$ cat config.mk
export PLATFORM = sky130hd
export DESIGN_NAME = shift_seq_unit
export DESIGN_NICKNAME = d
export VERILOG_FILES = /design/src/rtl/shift_seq_unit.sv
export SDC_FILE = /design/constraint.sdc
export NUM_CORES = 1
export LEC_CHECK = 0
export CORE_UTILIZATION = 47
export DETAILED_ROUTE_END_ITERATION = 8
export PLACE_DENSITY = 0.78
export SYNTH_ARGS = -nofsm -noshare
export SYNTH_HDL_FRONTEND = slang
export SYNTH_SLANG_ARGS = --single-unit
$ cat constraint.sdc
create_clock -name clk -period 2.4 [get_ports clk]
set_input_delay 0.36 -clock clk [delete_from_list [all_inputs] [get_ports clk]]
set_output_delay 0.36 -clock clk [all_outputs]
set_load 0.1 [all_outputs]
$ cat src/rtl/shift_seq_unit.sv
// ============================================================================
// Module   : shift_seq_unit
// Purpose  : Multi-mode sequential shifter (LSL/LSR/ASR/ROL/ROR/NOP),
//            one bit position per clock, with start/busy/done handshake.
// Revision : 1.0 - initial release
// ============================================================================
`default_nettype none

module shift_seq_unit #(
    parameter int unsigned      WIDTH   = 8,
    parameter logic [WIDTH-1:0] RST_VAL = '0,
    parameter int unsigned      AMT_W   = 4
) (
    input  logic             clk,
    input  logic             rst_b,
    input  logic [WIDTH-1:0] data_in,
    input  logic             load,
    input  logic             start,
    input  logic [2:0]       mode,
    input  logic [AMT_W-1:0] amount,
    input  logic             serial_in,
    output logic [WIDTH-1:0] data_out,
    output logic             carry,
    output logic             busy,
    output logic             done
);

    localparam logic [2:0] MODE_LSL = 3'b000;
    localparam logic [2:0] MODE_LSR = 3'b001;
    localparam logic [2:0] MODE_ASR = 3'b010;
    localparam logic [2:0] MODE_ROL = 3'b011;
    localparam logic [2:0] MODE_ROR = 3'b100;

    localparam logic [1:0] S_IDLE  = 2'd0;
    localparam logic [1:0] S_SHIFT = 2'd1;
    localparam logic [1:0] S_DONE  = 2'd2;

    logic [1:0]       state_q, state_d;
    logic [WIDTH-1:0] data_q,  data_d;
    logic             carry_q, carry_d;
    logic [AMT_W-1:0] cnt_q,   cnt_d;
    logic [2:0]       mode_q,  mode_d;

    logic [WIDTH-1:0] step_data;
    logic             step_carry;
    logic             last_step;

    assign last_step = (cnt_q == AMT_W'(1));

    // Result of a single one-bit step in the latched mode; NOP modes hold.
    always_comb begin
        step_data  = data_q;
        step_carry = carry_q;
        case (mode_q)
            MODE_LSL: begin
                step_data  = {data_q[WIDTH-2:0], serial_in};
                step_carry = data_q[WIDTH-1];
            end
            MODE_LSR: begin
                step_data  = {serial_in, data_q[WIDTH-1:1]};
                step_carry = data_q[0];
            end
            MODE_ASR: begin
                step_data  = {data_q[WIDTH-1], data_q[WIDTH-1:1]};
                step_carry = data_q[0];
            end
            MODE_ROL: begin
                step_data  = {data_q[WIDTH-2:0], data_q[WIDTH-1]};
                step_carry = data_q[WIDTH-1];
            end
            MODE_ROR: begin
                step_data  = {data_q[0], data_q[WIDTH-1:1]};
                step_carry = data_q[0];
            end
            default: begin
                step_data  = data_q;
                step_carry = carry_q;
            end
        endcase
    end

    // State register
    always_ff @(posedge clk or negedge rst_b) begin
        if (!rst_b) begin
            state_q <= S_IDLE;
        end else begin
            state_q <= state_d;
        end
    end

    // Next-state logic; load has priority over start in IDLE
    always_comb begin
        state_d = state_q;
        case (state_q)
            S_IDLE: begin
                if (!load && start) begin
                    state_d = (amount == '0) ? S_DONE : S_SHIFT;
                end
            end
            S_SHIFT: begin
                if (last_step) begin
                    state_d = S_DONE;
                end
            end
            S_DONE:  state_d = S_IDLE;
            default: state_d = S_IDLE;
        endcase
    end

    // Datapath next-state
    always_comb begin
        data_d  = data_q;
        carry_d = carry_q;
        cnt_d   = cnt_q;
        mode_d  = mode_q;
        case (state_q)
            S_IDLE: begin
                if (load) begin
                    data_d  = data_in;
                    carry_d = 1'b0;
                end else if (start) begin
                    mode_d = mode;
                    cnt_d  = amount;
                end
            end
            S_SHIFT: begin
                data_d  = step_data;
                carry_d = step_carry;
                cnt_d   = cnt_q - AMT_W'(1);
            end
            default: begin
                data_d  = data_q;
                carry_d = carry_q;
            end
        endcase
    end

    always_ff @(posedge clk or negedge rst_b) begin
        if (!rst_b) begin
            data_q  <= RST_VAL;
            carry_q <= 1'b0;
            cnt_q   <= '0;
            mode_q  <= MODE_LSL;
        end else begin
            data_q  <= data_d;
            carry_q <= carry_d;
            cnt_q   <= cnt_d;
            mode_q  <= mode_d;
        end
    end

    // Output decode
    always_comb begin
        data_out = data_q;
        carry    = carry_q;
        busy     = (state_q == S_SHIFT);
        done     = (state_q == S_DONE);
    end

endmodule

`default_nettype wire
Word-level counts from Yosys, hierarchy flattened:

Index checks and enable logic that the tools add are counted.
W data, S select, Z words.

* register bits after elaboration: 18
* bits of input ports: 20
* output and inout port bits: 11

* add/subtract/negate cells: 1
* equality and inequality tests: 16
* muxes and demuxes: 13
* bitwise gates (word level): 1
* reductions and logical operators: 14

Operator list (number)
* $pmux W8 S5: 1
* $pmux W8 S2: 1
* $reduce_and A3 Y1: 4
* $ne A2 B2 Y1 const B: 5
* $mux W4: 2
* $mux W8: 1
* $pmux W4 S2: 1
* $eq A3 B2 Y1 const B: 2
* $mux W2: 3
* $ne A6 B1 Y1 const B: 1
* $ne A5 B1 Y1 const B: 1
* $eq A4 B1 Y1 const B: 1
* $logic_not A4 Y1: 1
* $pmux W1 S2: 2
* $pmux W2 S2: 1
* $reduce_and A4 Y1: 1
* $sub A4 B1 Y4 const B: 1
* $eq A3 B1 Y1 const B: 1
* $eq A3 B3 Y1 const B: 1
* $logic_not A3 Y1: 1
* $ne A3 B3 Y1 const B: 1
* $reduce_or A3 Y1: 1
* $eq A2 B1 Y1 const B: 1
* $eq A2 B2 Y1 const B: 1
* other kinds (9): 9

Logic depth before layout (Yosys ltp):

* word-level depth: 4
* depth in mapped cells: 5

Worst setup path before layout:

Ideal clock, no wire load.

* path type: reg2out
* start point: register state_q[0]
* end point: output port done
* data arrival time: 1.898 ns
* required time: 2.040 ns
* setup slack: 0.142 ns
* cell stages (with the launch flop): 3
* path buffers: 1
* cells stage by stage: dfrtp_1 -> clkbuf_1 -> nor2_1

* word-level cells in the longest chain between the ends: 1

Ends and longest elaborated chain
* start: declaration: line 38 `logic [1:0] state_q, state_d;`
* start signal: assignment: line 87 `state_q <= state_d;`
* $eq A2 B2 Y1: line 157 `done = (state_q == S_DONE);`
* end: declaration: line 25 `output logic done`

No other way between the ends.

Worst setup path after layout:

* start point: register state_q[0]
* end point: output port busy

* word-level cells in the longest chain between the ends: 1

Ends and longest elaborated chain
* $eq A2 B1 Y1: line 156 `busy = (state_q == S_SHIFT);`
* end: declaration: line 24 `output logic busy,`

No other way between the ends.

==> results.yml <==
cells_and_area:
  area_growth_pct: 28.5
  antenna_cells: 0
  drive_gt1_frac: 0.176
  layout.nets: 172
  instances_no_fill: 176
route:
  drt-initial-drc-count: 17
  drc: 0
  drt_first_pass_iters: 4
  drt_wl_total_um: 2560
  vias_per_cell: 5.55
  detail-route-antenna-nets: 0
  vias: 976
  wl_per_cell_um: 14.6
worst_setup_path:
  cp.arrival_ps: 1490
  required_ps: 2040
  crit_chain: "nand2b_1, inv_1, buf_12"
  cp-start-kind: "flop"
  worst_path_max_delay_cell: "dfrtp_1"
  crit_path_max_fanout: 14
  worstReg2RegStart: "mode_q[0]"
  path_buf_inv: 2
  r2r_cells: 5
  crit_start: "state_q[0]"
  cp_top_family: "flip-flops"
  worst_setup_path_end_kind: "output port"
  critPathMaxStageDelay_ps: 640
  cp.depth: 3
  worstSetupPathType: "flop to output port"
synthesis:
  ys_seq_area_frac: 0.392
  syn_inst: 118
  yosys_warnings: 0
  ys.flop_type: "dfrtp_1"
  ys_types: 39
  yosysTopAreaCell: "dfrtp_1"
  yosys_register_bits: 18
  ys_async_sr_fraction: 1.00
  netlist.area_leader.share: 0.392
  synth.most_common_cell: "dfrtp_1"
  postSynthAreaPerCell_um2: 9.74
  synth_edf_count: 0
  synth_common_cells: "18 x dfrtp_1, 17 x mux2i_1, 9 x inv_1, 7 x nor2_1, 6 x o21ai_1"
  ys_top_cells_by_area: "dfrtp_1 39%, mux2i_1 15%, inv_1 2.9%"
  syn-cell-area_um2: 1150
  synth_fp_nets: 140
placement:
  hpwl_um: 1930
  gp_congestion: 0.975
  numPortBuffers: 30
  dp_cells: 173
clock_tree:
  cts_max_path_buffers: 2
  clock-sinks: 18
  htree_levels: 1
  post-cts-setup-buffers: 0
  cts_root_buf: "clkbuf_4"
  numCtsBuffers: 3
  clk_pin_slew_ps: 110
  cts_hold_buf: 0
  cts_tree: "built"
  clk_latency_ps: 280
  cts_resized: 0
global_route:
  grt_pass1_vias: 965
  grt_max_degree: 19
  grt_first_pass_wirelength_um: 4390
  antenna_found_initial: 0
  grt.total_usage: 0.219
  grt-ovfl-total: 0
sta:
  fin_skew_ps: 5.88
  rsz0062_at_grt: "no"
  final-hold-violation-count: 0
  worst_pin_slew_ps: 509
  timing.setup.tns_ps: 0
  slew-limit-headroom: 0.658
  setup-violations-final: 0
  final.period_utilization: 0.769
  drv_slew: 0
  fmax_mhz: 542
  min_period_ps: 1850
floorplanning:
  start_util: 0.510
  fp.dieArea_um2: 2650
  die_h_um: 51.5
  core_area_um2: 2250
  pin_count: 31
  num_rows: 17
  die_width_um: 51.5
job:
  cap_viol_max_count: 0
min_path:
  hp-class: "input pin to async pin"
outcome:
  status: "finished clean"
[path summary, 6_finish.rpt]
path	to	slack (ps)
max in group asynchronous	data_out[4]	1800
worst min register to register	cnt_q[3]	530
worst max register to register	data_out[5]	620
min in group clk	cnt_q[3]	530
worst min-delay path	mode_q[0]	390
worst max-delay path	busy	550
[flip-flops by register name (all words and copies together) (netlist names)]
| name | count |
|---|---|
| mode_q | 3 |
| cnt_q | 4 |
| state_q | 2 |
| data_out | 8 |
| carry | 1 |
[kinds of logic after synthesis]
| group | share of synthesized area |
|---|---|
| adders and majority gates | 0.0218 |
| xor gates and xnor gates | 0.00762 |
| AOI/OAI and AO/OA | 0.201 |
| buffers and inverters | 0.0620 |
| DFF | 0.392 |
| muxes | 0.177 |
| and+or+nand+nor | 0.138 |
[per-stage QoR]
stage                     setup WS, ps  hold WS, ps  area, µm²  utilization
after floorplan                    142         64.4       1150            -
after global placement             475          504       1460        0.645
after detailed placement           398          510       1460        0.645
after CTS                          558          400       1480        0.655
after global routing               467          437       1480        0.655
final                              555          393       1480        0.655
[layout make-up]
cell class	instances	area (µm²)
well taps	28	35.0
flip-flops and latches	18	450
inverters	9	33.8
clock buffers	3	22.5
multi-input cells	85	628
repair buffers	33	308
fillers	201	777
[layer usage]
layer,track usage,vias up,share of wire
met4,0.0541,0,0.0051
met5,0,-,0
li1,-,487,-
met3,0.0268,2,0.034
met1,0.296,467,0.49
met2,0.370,20,0.47
[cell usage in the layout (no fill, tap or decap)]
| cell type | instances |
|---|---|
| clkdlybuf4s50_1 | 19 |
| dfrtp_1 | 18 |
| mux2i_1 | 17 |
| buf_4 | 13 |
| inv_1 | 9 |
| nor2_1 | 7 |
| o21ai_1 | 6 |
| o21ai_0 | 5 |
| a21oi_1 | 4 |
| nand2b_1 | 3 |
| nor3_1 | 3 |
| o22ai_1 | 3 |
| and2_0 | 3 |
| and2_1 | 3 |
| a31oi_1 | 3 |
| nand2_1 | 3 |
| mux2_2 | 3 |
| clkbuf_4 | 3 |
| o31ai_1 | 2 |
| a22oi_1 | 2 |
| ha_1 | 2 |
| nor3b_1 | 1 |
| nor4_1 | 1 |
| xor2_1 | 1 |
| o21ai_2 | 1 |
| or2_4 | 1 |
| a311oi_4 | 1 |
| nand2_2 | 1 |
| nand3_1 | 1 |
| a2bb2oi_1 | 1 |
| o311a_1 | 1 |
| or3b_2 | 1 |
| nand3b_1 | 1 |
| a221oi_1 | 1 |
| o22a_2 | 1 |
| o21a_1 | 1 |
| o22a_1 | 1 |
| buf_12 | 1 |
Power is not shown: default switching activity piles up to over one toggle a cycle in this logic, so the estimate is an artifact.
